==> src/rtl/bp_fe_pkg.sv <==
// Shared types for the FE branch direction predictor.
// Provides the prediction mode enum, the init-sweep FSM state enum and
// the weakly-not-taken counter init value used by the reset sweep.
package bp_fe_pkg;

  // Runtime-selectable prediction mode; encoding matches mode_i.
  typedef enum logic [1:0] {
    e_bp_not_taken = 2'd0,
    e_bp_taken     = 2'd1,
    e_bp_bimodal   = 2'd2,
    e_bp_gshare    = 2'd3
  } bp_fe_pred_mode_e;

  // Init sweep FSM: table is unusable until every entry has been written.
  typedef enum logic [0:0] {
    e_init  = 1'b0,
    e_ready = 1'b1
  } bp_fe_bp_state_e;

  // Weakly-not-taken: largest value whose MSB is still 0.
  function automatic int unsigned bp_fe_wnt_init(input int unsigned cnt_width);
    return (32'd1 << (cnt_width - 32'd1)) - 32'd1;
  endfunction

endpackage

==> src/rtl/bp_fe_bp_gshare_if.sv <==
// Predictor <-> FE bundle: prediction request/response and resolved-branch update.
// Latency: none (wires only). Backpressure: master must hold off while ready_o is low.
// Ports: mode_i, r_v_i/idx_r_i (request), predict_v_o/predict_o/predict_idx_o
// (response), w_v_i/idx_w_i/taken_i (update), ready_o (init sweep complete).
interface bp_fe_bp_gshare_if #(
  parameter int unsigned bht_idx_width_p = 9
);
  logic [1:0]                 mode_i;
  logic                       ready_o;
  logic                       r_v_i;
  logic [bht_idx_width_p-1:0] idx_r_i;
  logic                       predict_v_o;
  logic                       predict_o;
  logic [bht_idx_width_p-1:0] predict_idx_o;
  logic                       w_v_i;
  logic [bht_idx_width_p-1:0] idx_w_i;
  logic                       taken_i;

  // FE side.
  modport master (
    output mode_i, r_v_i, idx_r_i, w_v_i, idx_w_i, taken_i,
    input  ready_o, predict_v_o, predict_o, predict_idx_o
  );

  // Predictor side.
  modport slave (
    input  mode_i, r_v_i, idx_r_i, w_v_i, idx_w_i, taken_i,
    output ready_o, predict_v_o, predict_o, predict_idx_o
  );
endinterface

==> src/rtl/bp_fe_bp_sat_counter.sv <==
// Saturating up/down counter next-value function.
// Latency: combinational. Backpressure: none.
// Ports: count_i (current), taken_i (1 = increment), count_o (saturated next value).
module bp_fe_bp_sat_counter #(
  parameter int unsigned width_p = 2
) (
  input  logic [width_p-1:0] count_i,
  input  logic               taken_i,
  output logic [width_p-1:0] count_o
);

  always_comb begin
    count_o = count_i;
    if (taken_i) begin
      if (!(&count_i)) count_o = count_i + width_p'(1);
    end else begin
      if (|count_i) count_o = count_i - width_p'(1);
    end
  end

endmodule

==> src/rtl/bp_fe_bp_gshare.sv <==
// Direction predictor: static / bimodal / gshare over a flop table of saturating counters.
// Latency: prediction registered, 1 cycle after an accepted read; updates take effect next cycle.
// Backpressure: ready_o low during reset and the init sweep; reads/updates then are dropped.
// Ports: clk_i, reset_i (sync, active-high), bus (slave side of bp_fe_bp_gshare_if).
// The interface's bht_idx_width_p must equal this module's bht_idx_width_p.
module bp_fe_bp_gshare
  import bp_fe_pkg::*;
#(
  parameter int unsigned bht_idx_width_p   = 9,
  parameter int unsigned ghist_width_p     = 8,  // 1..bht_idx_width_p
  parameter int unsigned bp_cnt_sat_bits_p = 2   // >= 1
) (
  input  logic                     clk_i,
  input  logic                     reset_i,
  bp_fe_bp_gshare_if.slave         bus
);

  localparam int unsigned els_lp = 32'd1 << bht_idx_width_p;
  localparam logic [bp_cnt_sat_bits_p-1:0] wnt_lp =
    bp_cnt_sat_bits_p'(bp_fe_wnt_init(bp_cnt_sat_bits_p));

  bp_fe_bp_state_e              state_q, state_d;
  logic [bht_idx_width_p-1:0]   init_cnt_q, init_cnt_d;
  logic [ghist_width_p-1:0]     ghr_q, ghr_d, ghr_shift;
  logic                         predict_v_q;
  logic                         predict_q, predict_d;
  logic [bht_idx_width_p-1:0]   predict_idx_q;

  logic [bp_cnt_sat_bits_p-1:0] tbl_q [els_lp];

  bp_fe_pred_mode_e             mode;
  logic                         ready;
  logic                         rd_fire, wr_fire;
  logic [bht_idx_width_p-1:0]   ghr_ext, hash;
  logic [bp_cnt_sat_bits_p-1:0] wr_old, wr_new;
  logic                         tbl_we;
  logic [bht_idx_width_p-1:0]   tbl_waddr;
  logic [bp_cnt_sat_bits_p-1:0] tbl_wdata;

  assign mode  = bp_fe_pred_mode_e'(bus.mode_i);
  assign ready = (state_q == e_ready);

  // Reset dominates: nothing is accepted in a cycle with reset_i high.
  assign rd_fire = ready & bus.r_v_i & ~reset_i;
  assign wr_fire = ready & bus.w_v_i & ~reset_i;

  // GHR zero-extended into the low index bits; copes with ghist == idx width.
  always_comb begin
    ghr_ext                    = '0;
    ghr_ext[ghist_width_p-1:0] = ghr_q;
  end

  // Hash uses the pre-shift GHR even when an update fires in the same cycle.
  assign hash = (mode == e_bp_gshare) ? (bus.idx_r_i ^ ghr_ext) : bus.idx_r_i;

  // Table read happens before this cycle's write lands, so a same-entry
  // collision naturally returns the old counter.
  always_comb begin
    predict_d = 1'b0;
    case (mode)
      e_bp_not_taken: predict_d = 1'b0;
      e_bp_taken:     predict_d = 1'b1;
      default:        predict_d = tbl_q[hash][bp_cnt_sat_bits_p-1];
    endcase
  end

  generate
    if (ghist_width_p == 1) begin : g_ghr_one
      assign ghr_shift = bus.taken_i;
    end else begin : g_ghr_many
      assign ghr_shift = {ghr_q[ghist_width_p-2:0], bus.taken_i};
    end
  endgenerate

  assign ghr_d = wr_fire ? ghr_shift : ghr_q;

  assign wr_old = tbl_q[bus.idx_w_i];

  bp_fe_bp_sat_counter #(
    .width_p (bp_cnt_sat_bits_p)
  ) u_sat (
    .count_i (wr_old),
    .taken_i (bus.taken_i),
    .count_o (wr_new)
  );

  // Init sweep: one entry per cycle, last entry is the all-ones index.
  always_comb begin
    state_d    = state_q;
    init_cnt_d = init_cnt_q;
    if (state_q == e_init) begin
      init_cnt_d = init_cnt_q + bht_idx_width_p'(1);
      if (&init_cnt_q) state_d = e_ready;
    end
  end

  // Single write port shared between the sweep and resolved-branch updates;
  // they never overlap because updates are only accepted once ready.
  always_comb begin
    tbl_we    = 1'b0;
    tbl_waddr = bus.idx_w_i;
    tbl_wdata = wr_new;
    if (!reset_i) begin
      if (state_q == e_init) begin
        tbl_we    = 1'b1;
        tbl_waddr = init_cnt_q;
        tbl_wdata = wnt_lp;
      end else if (wr_fire) begin
        tbl_we = 1'b1;
      end
    end
  end

  always_ff @(posedge clk_i) begin
    if (reset_i) begin
      state_q       <= e_init;
      init_cnt_q    <= '0;
      ghr_q         <= '0;
      predict_v_q   <= 1'b0;
      predict_q     <= 1'b0;
      predict_idx_q <= '0;
    end else begin
      state_q     <= state_d;
      init_cnt_q  <= init_cnt_d;
      ghr_q       <= ghr_d;
      predict_v_q <= rd_fire;
      if (rd_fire) begin
        predict_q     <= predict_d;
        predict_idx_q <= hash;
      end
    end
  end

  // Counter storage has no reset; the sweep owns its initialisation.
  always_ff @(posedge clk_i) begin
    if (tbl_we) tbl_q[tbl_waddr] <= tbl_wdata;
  end

  assign bus.ready_o       = ready;
  assign bus.predict_v_o   = predict_v_q;
  assign bus.predict_o     = predict_q;
  assign bus.predict_idx_o = predict_idx_q;

endmodule

==> src/flat_wrapper.sv <==
// flat-port wrapper written by rule: the top's interface ports become plain ports
module bp_fe_bp_gshare_flat import bp_fe_pkg::*;
#(
  parameter int unsigned bht_idx_width_p   = 9,
  parameter int unsigned ghist_width_p     = 8,                       
  parameter int unsigned bp_cnt_sat_bits_p = 2          
)
  (clk_i, reset_i, bus_mode_i, bus_r_v_i, bus_idx_r_i, bus_w_v_i, bus_idx_w_i, bus_taken_i, bus_ready_o, bus_predict_v_o, bus_predict_o, bus_predict_idx_o);
  bp_fe_bp_gshare_if #(.bht_idx_width_p(bht_idx_width_p)) bus_i ();
  input  logic clk_i;
  input  logic reset_i;
  input wire logic [$bits(bus_i.mode_i)-1:0] bus_mode_i;
  input wire logic [$bits(bus_i.r_v_i)-1:0] bus_r_v_i;
  input wire logic [$bits(bus_i.idx_r_i)-1:0] bus_idx_r_i;
  input wire logic [$bits(bus_i.w_v_i)-1:0] bus_w_v_i;
  input wire logic [$bits(bus_i.idx_w_i)-1:0] bus_idx_w_i;
  input wire logic [$bits(bus_i.taken_i)-1:0] bus_taken_i;
  output wire logic [$bits(bus_i.ready_o)-1:0] bus_ready_o;
  output wire logic [$bits(bus_i.predict_v_o)-1:0] bus_predict_v_o;
  output wire logic [$bits(bus_i.predict_o)-1:0] bus_predict_o;
  output wire logic [$bits(bus_i.predict_idx_o)-1:0] bus_predict_idx_o;
  assign bus_i.mode_i = bus_mode_i;
  assign bus_i.r_v_i = bus_r_v_i;
  assign bus_i.idx_r_i = bus_idx_r_i;
  assign bus_i.w_v_i = bus_w_v_i;
  assign bus_i.idx_w_i = bus_idx_w_i;
  assign bus_i.taken_i = bus_taken_i;
  assign bus_ready_o = bus_i.ready_o;
  assign bus_predict_v_o = bus_i.predict_v_o;
  assign bus_predict_o = bus_i.predict_o;
  assign bus_predict_idx_o = bus_i.predict_idx_o;
  bp_fe_bp_gshare #(.bht_idx_width_p(bht_idx_width_p), .ghist_width_p(ghist_width_p), .bp_cnt_sat_bits_p(bp_cnt_sat_bits_p)) u_core (.clk_i(clk_i), .reset_i(reset_i), .bus(bus_i));
endmodule
==> config.mk <==
export PLATFORM = sky130hd
export DESIGN_NAME = bp_fe_bp_gshare_flat
export DESIGN_NICKNAME = d
export VERILOG_FILES = /design/src/rtl/bp_fe_pkg.sv /design/src/rtl/bp_fe_bp_gshare_if.sv /design/src/rtl/bp_fe_bp_sat_counter.sv /design/src/rtl/bp_fe_bp_gshare.sv /design/src/flat_wrapper.sv
export SDC_FILE = /design/constraint.sdc
export NUM_CORES = 1
export LEC_CHECK = 0
export CAP_MARGIN = 10
export CORE_UTILIZATION = 55
export DETAILED_ROUTE_END_ITERATION = 7
export PLACE_DENSITY = 0.71
export SLEW_MARGIN = 0
export SYNTH_ARGS = -nofsm -noshare
export SYNTH_HDL_FRONTEND = slang
export SYNTH_SLANG_ARGS = --single-unit
==> constraint.sdc <==
create_clock -name clk_i -period 27.7 [get_ports clk_i]
set_clock_uncertainty 0.2 [all_clocks]
set_input_delay 6.925 -clock clk_i [delete_from_list [all_inputs] [get_ports clk_i]]
set_output_delay 6.925 -clock clk_i [all_outputs]
set_load 0.1 [all_outputs]
Word level (Yosys, flattened, before mapping):

Memory sizes are Yosys's and may differ from the RTL's.
Cells that the tools add are included.

* add/subtract/negate cells: 3
* eq/ne operators: 2
* mux-type cells: 16
* bitwise logic cells: 6
* reduce and logical (&&, ||, !) cells: 4

Operators with widths (number)
* 9-bit two-way mux: 3
* 2-bit two-way mux: 5
* 9-bit by 1-bit adder with 9-bit output (second input constant): 1
* 9-bit AND reduction: 1
* 9-bit by 8-bit bitwise XOR with 9-bit output: 1
* 1-bit two-way mux: 7
* 1-bit AND: 4
* 2-bit by 1-bit adder with 2-bit output (second input constant): 1
* 2-bit by 1-bit == test with 1-bit output (second input constant): 1
* 2-bit == test (second input constant): 1
* 2-bit zero test: 1
* 1-bit case mux with 2 select lines: 1
* 2-bit AND reduction: 1
* 2-bit OR reduction: 1
* 2-bit by 1-bit subtractor with 2-bit output (second input constant): 1
* 1-bit NOT: 1

* flip-flop bits (word level): 29
* bits in writable memories: 1024
* bits of input ports: 25
* logic and storage cells: 38
* memories kept: 1

Memory list
* u_core.tbl_q: depth 512, width 2, read ports 2, clocked after Yosys merged registers in 0, wr ports 1, RTL line bp_fe_bp_gshare.sv:29 `logic [bp_cnt_sat_bits_p-1:0] tbl_q [els_lp];`

Logic depth before layout (Yosys ltp):

* depth after elaboration: 7
* depth in mapped cells: 14
* gate-level depth less buffers: 9

Hierarchy:

From an unflattened synthesis, not the netlist that was laid out.

* cells, all modules: 2942
* area, all modules: 47445.5 um^2

Modules (own cells, without submodules)
* bp_fe_bp_gshare: instances 1, cells an instance 2939, area an instance 47419.2 um^2, sequential area each 31330.0 um^2
* bp_fe_bp_sat_counter: instances 1, cells an instance 3, area an instance 26.3 um^2, sequential area each 0.0 um^2

Worst setup path before layout:

OpenSTA, ideal clock, no wires.

* kind: input port to flip-flop
* start: input bus_idx_w_i[2]
* end: memory u_core.tbl_q[0][1], data pin
* library setup time: 2.944 ns
* arrival time: 22.740 ns
* data required time: 24.556 ns
* slack: 1.817 ns
* stages: 13
* buffers on the path: 4
* path through: buf_2 > buf_4 > clkbuf_1 > clkbuf_1 > mux4_2 > o22ai_1 > a211oi_1 > a22oi_1 > a211oi_1 > a211oi_1 > nor2_1 > o21ai_1 > a21oi_1

* longest elaborated chain between the ends: 6
* elaborated cells on any way between the ends: 10

RTL lines
* start, declared: RTL line flat_wrapper.sv:16 `input wire logic [$bits(bus_i.idx_w_i)-1:0] bus_idx_w_i;`
* memory 512 x 2 bit *
* 2-bit by 1-bit subtractor with 2-bit output (tied with other cells): RTL line bp_fe_bp_sat_counter.sv:17 `if (|count_i) count_o = count_i - width_p'(1);`
* 2-bit two-way mux (on tied branches): RTL line bp_fe_bp_sat_counter.sv:17, bp_fe_bp_sat_counter.sv:15
* 2-bit two-way mux *: RTL line bp_fe_bp_sat_counter.sv:14 `if (taken_i) begin`
* 2-bit two-way mux: RTL line bp_fe_bp_gshare.sv:104 `if (state_q == e_init) begin`
* 2-bit two-way mux *: RTL line bp_fe_bp_gshare.sv:103 `if (!reset_i) begin`
* net u_core.tbl_wdata[1]: RTL line bp_fe_bp_gshare.sv:38 `logic [bp_cnt_sat_bits_p-1:0] tbl_wdata;`
* end, declared: RTL line bp_fe_bp_gshare.sv:29

The timed path passes the listed nets; every way through them passes the cells marked *.

Final worst setup path:

* start: input bus_idx_w_i[1]
* end: memory u_core.tbl_q[248][0], data pin

Same word-level chain as after synthesis.

==> impl_metrics.ini <==
[place]
dp_slack_ps = 12950
gp_congestion = 0.932
dp_hpwl_mm = 85.1
port_buffers = 36

[die]
die_h_um = 300
die_x_um = 300
pin_count = 37
row_count = 108
core_area_sq_um = 87300
die_area_sq_um = 89800
initial_core_util_pct = 55.8

[flow_run]
drv_cap = 0

[global_routing]
grt_pass1_wl_mm = 215
grt_pass1_vias = 32228
grtUsageTotal_pct = 33.0
grt_start_max_net_pins = 305
overflow = 0
antenna_found_initial = 2

[timing]
finalSetupTns_ps = 0
drv_slew = 0
relSlewSlack_pct = 1.51
fin_crit_ps = 13960
finalCritPeriodShare_pct = 50.4
maxClockFrequency_mhz = 71.6
finalHoldViolations = 0
setup_violations = 0
rsz0062_at_grt = no
worst_hold_slack_ps = 279
worst_slew_pin_slew_ps = 1480
setup_slack_ps = 13740

[clocking]
cts_tree = done
cts_max_path_buffers = 3
clk_pin_slew_worst_paths_ps = 70
clkSinkCount = 1053
post_cts_buffers = 0
cts-root-buf = clkbuf_16
htreeDepth = 3
cts_made_buffers = 106
cts_hold_buf = 0
cts_resized = 0
insertion_delay_ps = 680

[layout]
seqCellArea_sq_um = 31300
layout_common_cells = 1024 x edfxtp_1, 558 x nor2_1, 400 x nand2_1
final_common_cell = edfxtp_1
nFillCells = 6364
final_layout_size_suffix_gt1_share_pct = 16.4
multi_input_area_sq_um = 16300
syn2layout_area_growth_pct = 9.95
nets = 3387
final_util_pct = 61.4

[synth]
ys_seq_area_share_pct = 64.3
ys_async_sr_fraction_pct = 0
yosysTopAreaCell = edfxtp_1
synth_area_leaders = edfxtp_1 63%, mux4_2 13%, nor2_1 4.3%
synth_edf_count = 1024
synthCells = 3444
ys_ff_latch = 1053
yosys_warnings = 0
syn-cell-area_sq_um = 48700
synthFlopType = edfxtp_1
synth.distinct_cells = 71
synth_fp_nets = 3471
synth_area_per_cell_sq_um = 14.1
netlist.area_leader.share_pct = 63.1

[power]
totalPowerFinal_uw = 3530
p_leak_uw = 0.0168
peakVddDrop_uv = 56.9
power.density_nw_per_um2 = 65.9

[drt]
routedWlPerCell_um = 32.0
drtIter0Drc = 5777
drt_first_pass_iters = 8
vias_per_cell = 7.07
wirelength_mm = 147
drc = 0
vias = 32571
ant_nets = 0

[setup_path]
crit_type = primary input to flop
crit_path_end_kind = flop
cp_max_fo = 105
cp.required_ps = 27860
cp.arrival_ps = 14120
r2r_cells = 11
critPathLaunchType = primary input

[run_status]
status = complete, no violations

[worst_hold_path]
hold_depth = 2
hp-class = flop to flop
==> cell usage after synthesis (all sizes together) (29+ instances only) <==
cell and n:
edfxtp 1024, nor2 560, nand2 417, mux4 287, clkbuf 177, a21oi 114, mux2i 114, buf 110
nand2b 82, nand3 73, a221oi 44, a22oi 42, nor3 38, o21ai 34, a311oi 33, dfxtp 29
==> stage by stage <==
stage | cells | cell area [sq um]
finish | 4607 | 53600
floorplan | 3444 | 48700
detailed placement | 4406 | 50000
global placement | 4406 | 50000
CTS | 4605 | 53600
global route | 4606 | 53600
==> sequential cells by signal, indices dropped and copies added, names as in the netlist <==
name and cells:
u_core.tbl_q 1024, u_core.bus.predict_idx_o 9, u_core.init_cnt_q 9, u_core.ghr_q 8
u_core.bus.predict_o 1, u_core.bus.predict_v_o 1, u_core.bus.ready_o 1
==> final timing paths <==
kind                                     startpoint                   end  slack [ps]
worst min register to register      u_core.ghr_q[7]       u_core.ghr_q[7]         280
worst max register to register  u_core.tbl_q[87][0]  u_core.tbl_q[248][0]       22150
worst min-delay path                u_core.ghr_q[7]       u_core.ghr_q[7]         280
worst max-delay path                 bus_idx_w_i[1]  u_core.tbl_q[248][0]       13740
==> metal layers <==
layer / track usage, % / share of wire, % / vias up
met3: 7.49 / 13 / 543
met1: 44.2 / 34 / 16340
met2: 50.8 / 46 / 2566
met5: 0 / 0.0081 / -
met4: 17.7 / 6.4 / 2
li1: - / - / 13120
==> power by group <==
part	total, uW	internal, uW	switching [uW]
Sequential	1790	1780	1.12
Clock	1470	847	619
Combinational	278	79.7	199
==> layout make-up <==
class                           count  share of cell area, %
Multi-Input combinational cell   2092                   30.5
Antenna cell                        1                0.00467
Clock inverter                     81                   1.51
Sequential cell                  1053                   58.5
Clock buffer                      118                   5.13
Tap cell                         1155                   2.70
Timing Repair Buffer               95                   1.63
Inverter                           12                 0.0841
==> worst max-delay path, cell delays in order <==
cell and delay, ps:
buf_8 630, buf_4 770, buf_12 560, buf_4 670, mux4_2 590, o22ai_1 160, a211oi_1 110, a221oi_1 460
a21oi_1 200, a211oi_1 270, nor2_1 100, maj3_1 410, nand2_4 530, buf_4 680, buf_4 690
==> cells by family after synthesis <==
| logic type | Yosys count | synth area share, % |
|---|---|---|
| muxes | 401 | 15.6 |
| xor gates and xnor gates | 25 | 0.519 |
| AOI/OAI and AO/OA | 425 | 6.12 |
| adders and majority gates | 3 | 0.0719 |
| and+or+nand+nor | 1238 | 10.7 |
| DFF | 1053 | 64.3 |
| buffers and inverters | 299 | 2.71 |
(Power assumes the default switching activity.)
